[config.mk]
export PLATFORM = sky130hd
export DESIGN_NAME = seq_chunk_adder
export DESIGN_NICKNAME = d
export VERILOG_FILES = /design/src/rtl/seq_chunk_adder.sv
export SDC_FILE = /design/constraint.sdc
export NUM_CORES = 1
export LEC_CHECK = 0
export CORE_ASPECT_RATIO = 2
export CORE_UTILIZATION = 50
export CTS_CLUSTER_SIZE = 8
export DETAILED_ROUTE_END_ITERATION = 12
export PLACE_DENSITY = 0.79
export SYNTH_ARGS = -nofsm -noshare
export SYNTH_HDL_FRONTEND = slang
export SYNTH_SLANG_ARGS = --single-unit
[constraint.sdc]
create_clock -name clk -period 2.8 [get_ports clk]
set_input_delay 0.84 -clock clk [delete_from_list [all_inputs] [get_ports clk]]
set_output_delay 0.84 -clock clk [all_outputs]
set_load 0.02 [all_outputs]
[src/rtl/seq_chunk_adder.sv]
// Multi-cycle adder/subtractor: CHUNK bits per cycle, LSB slice first; result valid N=WIDTH/CHUNK cycles after accept.
// in_ready only when idle; the result and flags hold in DONE until out_ready, so accept-to-accept is N+2 cycles minimum.
module seq_chunk_adder #(
  parameter int WIDTH = 16,
  parameter int CHUNK = 4
) (
  input  logic             clk,
  input  logic             rst,
  input  logic             in_valid,
  output logic             in_ready,
  input  logic [WIDTH-1:0] a,
  input  logic [WIDTH-1:0] b,
  input  logic             cin,
  input  logic             sub,
  output logic             out_valid,
  input  logic             out_ready,
  output logic [WIDTH-1:0] sum,
  output logic             cout,
  output logic             ovf
);

  localparam int N  = WIDTH / CHUNK;
  localparam int CW = (N > 1) ? $clog2(N) : 1;

  typedef enum logic [1:0] {IDLE, RUN, DONE} state_t;

  state_t           state, state_nxt;
  logic [WIDTH-1:0] a_q, b_q;
  logic             carry_q;
  logic [CW-1:0]    cnt_q;
  logic             accept, last;
  logic [CHUNK-1:0] a_sl, b_sl, s_sl;
  logic             c_out, c_msb;

  assign last = (cnt_q == CW'(N - 1));
  assign a_sl = CHUNK'(a_q >> (cnt_q * CHUNK));
  assign b_sl = CHUNK'(b_q >> (cnt_q * CHUNK));
  assign {c_out, s_sl} = {1'b0, a_sl} + {1'b0, b_sl} + {{CHUNK{1'b0}}, carry_q};
  // Carry into the MSB recovered from the MSB's own sum bit.
  assign c_msb = a_sl[CHUNK-1] ^ b_sl[CHUNK-1] ^ s_sl[CHUNK-1];

  always_ff @(posedge clk) begin
    if (rst) state <= IDLE;
    else     state <= state_nxt;
  end

  always_comb begin
    state_nxt = state;
    in_ready  = 1'b0;
    out_valid = 1'b0;
    accept    = 1'b0;
    case (state)
      IDLE: begin
        in_ready = 1'b1;
        if (in_valid) begin
          accept    = 1'b1;
          state_nxt = RUN;
        end
      end
      RUN: begin
        if (last) state_nxt = DONE;
      end
      DONE: begin
        out_valid = 1'b1;
        if (out_ready) state_nxt = IDLE;
      end
      default: state_nxt = IDLE;
    endcase
  end

  always_ff @(posedge clk) begin
    if (rst) begin
      a_q     <= '0;
      b_q     <= '0;
      carry_q <= 1'b0;
      cnt_q   <= '0;
      sum     <= '0;
      cout    <= 1'b0;
      ovf     <= 1'b0;
    end else if (accept) begin
      a_q     <= a;
      b_q     <= sub ? ~b : b;
      carry_q <= sub ? 1'b1 : cin;
      cnt_q   <= '0;
      sum     <= '0;
      cout    <= 1'b0;
      ovf     <= 1'b0;
    end else if (state == RUN) begin
      for (int i = 0; i < N; i++) begin
        if (cnt_q == CW'(i)) sum[i*CHUNK +: CHUNK] <= s_sl;
      end
      carry_q <= c_out;
      if (last) begin
        cout <= c_out;
        ovf  <= c_msb ^ c_out;
      end else begin
        cnt_q <= cnt_q + 1'b1;
      end
    end
  end

endmodule

# After elaboration in Yosys (flattened, before gate mapping)
# Cells that the tools add are included.
[classes]
n_bitwise = 5
n_lt_le_gt_ge = 0
n_div = 0
shifts = 2
n_mux = 12
reduce_logical = 10
n_addsub = 3
mul = 0
n_eq_ne = 8
[op_table]
columns = ["op", "count"]
rows = [
  ["16-bit by 4-bit right shift with 4-bit output", 2],
  ["16-bit two-way mux", 1],
  ["16-bit inverter", 1],
  ["2-bit AND reduction", 5],
  ["1-bit two-way mux", 7],
  ["2-bit equality test (second input constant)", 3],
  ["2-bit two-way mux", 3],
  ["2-bit != test (second input constant)", 3],
  ["2-bit case mux with 3 select lines", 1],
  ["4-bit by 4-bit adder with 5-bit output", 1],
  ["5-bit by 1-bit adder with 5-bit output", 1],
  ["2-bit by 1-bit equality test with 1-bit output (second input constant)", 2],
  ["2-bit zero test", 2],
  ["3-bit AND reduction", 1],
  ["1-bit bitwise XOR", 3],
  ["2-bit by 1-bit adder with 2-bit output (second input constant)", 1],
  ["2-bit nonzero test", 1],
  ["2-bit OR reduction", 1],
  ["1-bit inverter", 1],
]
[word_totals]
ff_bits = 55
ramBits = 0
elab_cells = 51
mem_count = 0
latchBits = 0
in_bits = 38
out_inout_bits = 20
rom_bits = 0

# Depth between registers and ports, before layout
# Gate-level depths: netlist (run 1).
[logic_depth]
depth_word = 5
depth_mapped = 10
depth_no_buf = 9

# Worst setup path after synthesis (run 1)
# No wires, ideal clock.
[synth_path]
path_kind = "register -> register"
startpoint = "register cnt_q[0]"
endpoint = "register ovf"
required_ps = 2721
arrival_ps = 2501
n_path_buf = 1
setup_time_ps = 79
setup_slack_ps = 219
period_less_slack_ps = 2581
path_stages_with_launch = 11
path_cell_list = "dfxtp_1 -> buf_2 -> mux4_2 -> inv_1 -> fa_1 -> inv_1 -> fa_1 -> a21o_1 -> a21oi_1 -> xnor2_1 -> a211oi_2"
[synth_between]
elab_chain_len = 5
elab_cells_between_ends = 9
classes_between = "add/sub: 2; eq/ne: 1; shift: 2; bitwise: 3; reduce/logical: 1"
[synth_rtl]
columns = ["item", "line", "source"]
rows = [
  ["start, declared", "30", "logic [CW-1:0] cnt_q;"],
  ["start signal, assigned", "97", "cnt_q <= cnt_q + 1'b1;"],
  ["16-bit by 4-bit right shift with 4-bit output (on tied branches)", "36, 37", ""],
  ["4-bit by 4-bit adder with 5-bit output", "38", "assign {c_out, s_sl} = {1'b0, a_sl} + {1'b0, b_sl} + {{CHUNK{1'b0}}, carry_q};"],
  ["5-bit by 1-bit adder with 5-bit output", "38", ""],
  ["1-bit bitwise XOR", "40", "assign c_msb = a_sl[CHUNK-1] ^ b_sl[CHUNK-1] ^ s_sl[CHUNK-1];"],
  ["1-bit bitwise XOR", "95", "ovf <= c_msb ^ c_out;"],
  ["end signal, assigned", "95", ""],
  ["end, declared", "19", "output logic ovf"],
]
# Several ways; a longest one is shown, not always the timed one.
# A chain may end at the register's enable or synchronous reset.

# Final worst setup path (run 1)
[layout_path]
startpoint = "register cnt_q[0]"
endpoint = "register carry_q"
[layout_between]
elab_chain_len = 5
elab_cells_between_ends = 6
classes_between = "add/sub: 2; shift: 2; mux: 2"
[layout_rtl]
columns = ["item", "line", "source"]
rows = [
  ["16-bit by 4-bit right shift with 4-bit output (on tied branches)", "36, 37", ""],
  ["4-bit by 4-bit adder with 5-bit output *", "38", ""],
  ["5-bit by 1-bit adder with 5-bit output *", "38", ""],
  ["1-bit two-way mux *", "88", "end else if (state == RUN) begin"],
  ["1-bit two-way mux *", "80", "end else if (accept) begin"],
  ["end signal, assigned", "83", "carry_q <= sub ? 1'b1 : cin;"],
  ["end signal, assigned", "92", "carry_q <= c_out;"],
  ["end, declared", "29", "logic carry_q;"],
]
# Mark *: on every way between the ends. The rest lies on a longest branch, timed or not. The select of a mux whose other input is x is not followed.

==> results of run 1 <==
cell usage after synthesis, types with 2 or more instances:
cell,n,area share (%)
dfxtp_1,55,43
nand2_1,47,6.8
nor2_1,29,4.2
a211oi_1,26,7.6
a21oi_1,22,4.3
xnor2_1,19,6.5
buf_2,8,1.6
mux4_2,8,7.0
ha_1,7,3.4
clkbuf_1,6,0.87
inv_1,6,0.87
buf_4,5,1.5
a31oi_1,4,0.97
nand3_1,4,0.78
or3_1,4,0.97
buf_6,3,1.3
a21o_1,2,0.58
and2_1,2,0.48
and2_2,2,0.58
and2b_2,2,0.68
fa_1,2,1.6
nand2b_1,2,0.48
cell families after synthesis:
family | share of synthesized area [%]
and+or+nand+nor | 17.0
muxes | 7.81
DFF | 42.7
buffers and inverters | 6.06
adders and majority gates | 4.95
xor gates and xnor gates | 6.45
AOI/OAI and AO/OA | 15.0
sequential cells by signal, indices dropped and copies added (netlist names):
| register | cells |
|---|---|
| cout | 1 |
| ovf | 1 |
| sum | 16 |
| b_q | 16 |
| cnt_q | 2 |
| carry_q | 1 |
| state | 2 |
| a_q | 16 |
metal layers:
layer  up-vias  wire length [um]
met5         -                 0
met2        53              2830
li1       1034                 -
met3        17               160
met4         0               197
met1       924              1930
critical path, delay by kind of cell, from the launching register on:
family / cells / cell delay (ns)
AO/OA/AOI/OAI: 3 / 0.54
multiplexers: 2 / 0.74
buffers and inverters: 2 / 0.17
adder cells (fa/ha/maj): 2 / 0.58
flip-flops: 1 / 0.44
report_power, final:
group	internal (W)	switching, W	total [W]
combinational	0.000155	0.000149	0.000303
sequential	0.000824	0.0000259	0.000850
clock	0.000172	0.000256	0.000428
path summary, 6_finish.rpt:
check / from / endpoint / slack, ns / cells past startpoint
hold reg to reg: sum[9] / sum[9] / 0.46 / 2
setup / recovery: cnt_q[0] / carry_q / 0.22 / 9
hold / removal: sum[9] / sum[9] / 0.46 / 2
setup reg to reg: cnt_q[0] / carry_q / 0.22 / 9
cell type report:
cell class,instances,area share (%)
Clock buffer,5,2.13
Clock inverter,3,0.464
Tap cell,57,2.20
Timing Repair Buffer,64,19.6
Sequential cell,55,34.0
Inverter,6,0.696
Multi-Input combinational cell,193,40.9
metrics by stage:
step	area [um^2]	power, W
floorplan	2580	0.00106
global placement	3150	0.00116
detailed placement	3150	0.00117
CTS	3240	0.00159
global route	3240	0.00165
finish	3240	0.00158
==> flow_summary.toml, run 1 <==
[global_route]
grt_pass1_vias = 1995
grt_max_degree = 49
grt_pass1_wl_um = 8610
overflow = 0
track_usage_pct = 21.2
use_met1_pct = 20.4
grt.met2_usage_pct = 38.3
use_met3_pct = 4.41
antenna_found_initial = 0
busiest_layer = "met2"

[cells_and_area]
multi_input_area_mm2 = 0.00132
diodes = 0
seqCellArea_mm2 = 0.00110
drive_gt1_share_pct = 10.7
fin_cells = 383
final_cell_mix = "clkdlybuf4s50_1, dfxtp_1, nand2_1"
area_growth_pct = 25.5
layout.nets = 372
final_common_cell = "clkdlybuf4s50_1"
fillerInstances = 414
final_util_pct = 65.9

[floorplanning]
num_io_pins = 58
core_area_mm2 = 0.00491
die_y_um = 104
fp.dieW_um = 52.8
rows = 36
dieArea_mm2 = 0.00547
initial_utilization_pct = 52.5

[timing]
maxSlewViolCount = 0
fin_crit_ns = 2.58
max_freq_mhz = 388
whs_ns = 0.459
tns_ns = 0
setup_viol = 0
finalCritPeriodShare_pct = 92.1
tightest_slew_ns = 0.413
hold_viol_final = 0
skew_ns = 0.00690
setup_slack_ns = 0.221
rsz0062_at_grt = "false"
slew_headroom_pct = 72.3

[clock_network]
cts_tree = "done"
cts.sinks = 55
clk_latency_ns = 0.31
clockRootBuffer = "clkbuf_8"
cts_setup_buffers = 0
hold_buffers = 0
numCtsBuffers = 5
cts_resized = 0
h-tree-depth = 2
cts.clk_slew.worst_paths_ns = 0.10
cts_max_path_buffers = 2

[synth]
synthDistinctLibCells = 33
yosysWarnings = 0
ys.flop_type = "dfxtp_1"
syn-instance-count = 276
synth_edf_count = 0
async_flop_share_pct = 0
syn-cell-area_mm2 = 0.00258
syn_nets = 323
yosysSeqAreaShare_pct = 42.7
ys_seq_elements = 55
syn_area_per_cell_um2 = 9.35

[pwr]
p_per_area_mw_per_mm2 = 488
peakVddDrop_v = 0.000367
p_leak_nw = 1.16

[routing]
routedWlPerCell_um = 13.4
dr_total_vias = 2028
drt-initial-drc-count = 26
wl_um = 5120
antenna_left = 0
viasPerCell = 5.30
drc = 0
drtPass1Iterations = 4

[critical_path]
cp_max_fo = 4
crit_slowest_cell = "mux4_2"
start_kind = "register"
slowest_delay_ns = 0.53
worstPathCellList = "mux4_2 -> inv_1 -> fa_1 -> inv_1 -> fa_1 -> a21o_1 -> a21oi_1 -> mux2_2 -> a211oi_1"
cp.required_ns = 2.99
cp.arrival_ns = 2.77
crit_type = "register to register"
worstSetupEndpointType = "register"

[place]
portBuffers = 57
place_hpwl_um = 3990
dpl_worst_slack_ns = 0.242
dp_cells = 375
gp_routability_congestion = 0.809

[worst_hold_path]
hold_path.class = "register to register"

[run_status]
status = "complete, no violations"

[flow_run]
maxCapViolations = 0
Note: power is estimated with default switching activity, not from simulation.
==> run 2, diff against run 1 <==
--- a/config.mk
+++ b/config.mk
@@ -9,6 +9,7 @@
 export CORE_UTILIZATION = 50
 export CTS_CLUSTER_SIZE = 8
 export DETAILED_ROUTE_END_ITERATION = 12
+export GPL_TIMING_DRIVEN = 1
 export PLACE_DENSITY = 0.79
 export SYNTH_ARGS = -nofsm -noshare
 export SYNTH_HDL_FRONTEND = slang
==> results of run 2 <==
No change in the layout: final DEF, timing and power equal those of run 1.
==> run 3, diff against run 2 <==
--- a/config.mk
+++ b/config.mk
@@ -6,6 +6,7 @@
 export NUM_CORES = 1
 export LEC_CHECK = 0
 export CORE_ASPECT_RATIO = 2
+export CORE_MARGIN = 8
 export CORE_UTILIZATION = 50
 export CTS_CLUSTER_SIZE = 8
 export DETAILED_ROUTE_END_ITERATION = 12
==> flow_summary.toml, run 3 (synthesis results as in run 1) <==
[cells_and_area]
seqCellArea_mm2 = 0.00110
drive_gt1_share_pct = 10.5
multi_input_area_mm2 = 0.00132
final_common_cell = "clkdlybuf4s50_1"
diodes = 0
top_regs = "a_q: 16 flops, b_q: 16 flops, sum: 16 flops"
fillerInstances = 434
area_growth_pct = 24.8
layout.nets = 371
final_cell_mix = "clkdlybuf4s50_1, dfxtp_1, nand2_1"

[clock_network]
hold_buffers = 0
h-tree-depth = 2
cts_resized = 0
cts.sinks = 55
clk_latency_ns = 0.30
cts_max_path_buffers = 2
clockRootBuffer = "clkbuf_8"
cts_setup_buffers = 0
cts.clk_slew.worst_paths_ns = 0.10
cts_tree = "done"
numCtsBuffers = 5

[critical_path]
crit_start = "cnt_q[0]"
crit_type = "register to register"
start_kind = "register"
cp_max_fo = 6
worstSetupEndpointType = "register"
cp.arrival_ns = 2.81
crit_path_end = "ovf"
reg2reg_from = "cnt_q[0]"
worst-r2r-setup-slack_ns = 0.22
reg2reg_to = "ovf"
cp.required_ns = 3.03
r2r.worst_path.cells = 9

[place]
dpl_worst_slack_ns = 0.113
place_hpwl_um = 4250
gp_routability_congestion = 0.821
portBuffers = 57

[pwr]
p_comb_share_pct = 19.0
pwr-share-clk_pct = 26.8
peakVddDrop_v = 0.000532
p_per_area_mw_per_mm2 = 487
p_int_w = 0.00115
switchingPower_w = 0.000418
p_sw_share_pct = 26.7
seq_power_share_pct = 54.2
p_leak_nw = 1.14

[global_route]
use_met3_pct = 4.67
grt.met2_usage_pct = 24.9
track_usage_pct = 14.5
grt_max_degree = 49
busiest_layer = "met2"
antenna_found_initial = 0
use_met1_pct = 15.9
grt_pass1_wl_um = 9400
overflow = 0
grt_pass1_vias = 2072

[worst_hold_path]
hold_path.class = "register to register"
hp-start = "a_q[6]"

[routing]
viasPerCell = 5.30
antenna_left = 0
dr_total_vias = 2029
wl_um = 5390
drt-initial-drc-count = 97
drc = 0
drtPass1Iterations = 4
routedWlPerCell_um = 14.1

[floorplanning]
core_area_mm2 = 0.00505
dieArea_mm2 = 0.00785
num_io_pins = 58
initial_utilization_pct = 51.1
fp.dieW_um = 66.8
rows = 37
die_y_um = 118

[flow_run]
maxCapViolations = 0

[timing]
rsz0062_at_grt = "false"
maxSlewViolCount = 0
skew_ns = 0.00816
setup_slack_ns = 0.220
tns_ns = 0
tightest_slew_ns = 0.440
setup_viol = 0
fin_crit_ns = 2.58
hold_viol_final = 0
slew_headroom_pct = 70.7
max_freq_mhz = 388
finalCritPeriodShare_pct = 92.1
whs_ns = 0.459

[run_status]
status = "complete, no violations"
[run 3: cell types whose count changed in the layout (fill, tap and decap cells not counted)]
cell        previous run  this run
clkinv_2               3         1
buf_12                 1         0
clkbuf_1               0         1
clkinvlp_4             0         1
dfxtp_1               55        54
dfxtp_2                0         1
[run 3: cell type report]
cell class,count,area share [%]
Multi-Input combinational cell,193,41.1
Tap cell,58,2.25
Inverter,6,0.699
Clock inverter,2,0.389
Sequential cell,55,34.2
Clock buffer,6,2.25
Timing Repair Buffer,63,19.1
[run 3: stage by stage]
stage / std cells / util, % / instance area (um^2) / total power, W
after floorplan: 276 / - / 2580 / 0.00106
after global placement: 375 / 62.1 / 3130 / 0.00116
after detailed placement: 375 / 62.1 / 3130 / 0.00117
after CTS: 383 / 63.8 / 3220 / 0.00158
after global routing: 383 / 63.8 / 3220 / 0.00165
final: 383 / 63.8 / 3220 / 0.00157
[run 3: worst min path at each step]
stage / to / slack, ns / depth (start not counted)
4_1_cts: a_q[6] / 0.46 / 2
6_report: a_q[6] / 0.46 / 2
3_5_place_dp: a_q[6] / 0.45 / 2
5_1_grt: a_q[1] / 0.48 / 2
2_1_floorplan: a_q[6] / 0.43 / 2
3_3_place_gp: a_q[15] / 0.44 / 2
[run 3: power by group through the flow]
stage / logic, W / registers, W / clock network, W
floorplan: 0.000200 / 0.000863 / 0
global placement: 0.000291 / 0.000867 / 0
detailed placement: 0.000300 / 0.000869 / 0
CTS: 0.000302 / 0.000850 / 0.000427
global route: 0.000330 / 0.000855 / 0.000461
finish: 0.000298 / 0.000850 / 0.000420
[run 3: routing by layer]
metal  part of all wire [%]  vias to the layer above
li1                       -                     1035
met1                     40                      927
met2                     51                       56
met3                    6.7                       11
met4                    2.1                        0
met5                      0                        -
[run 3: critical path, stage by stage (launching register included)]
cell      delay (ns)
dfxtp_2         0.43
mux4_2          0.52
inv_1           0.09
fa_1            0.16
inv_1           0.08
fa_1            0.41
a21o_1          0.20
a21oi_1         0.28
xnor2_1         0.12
a211oi_2        0.22
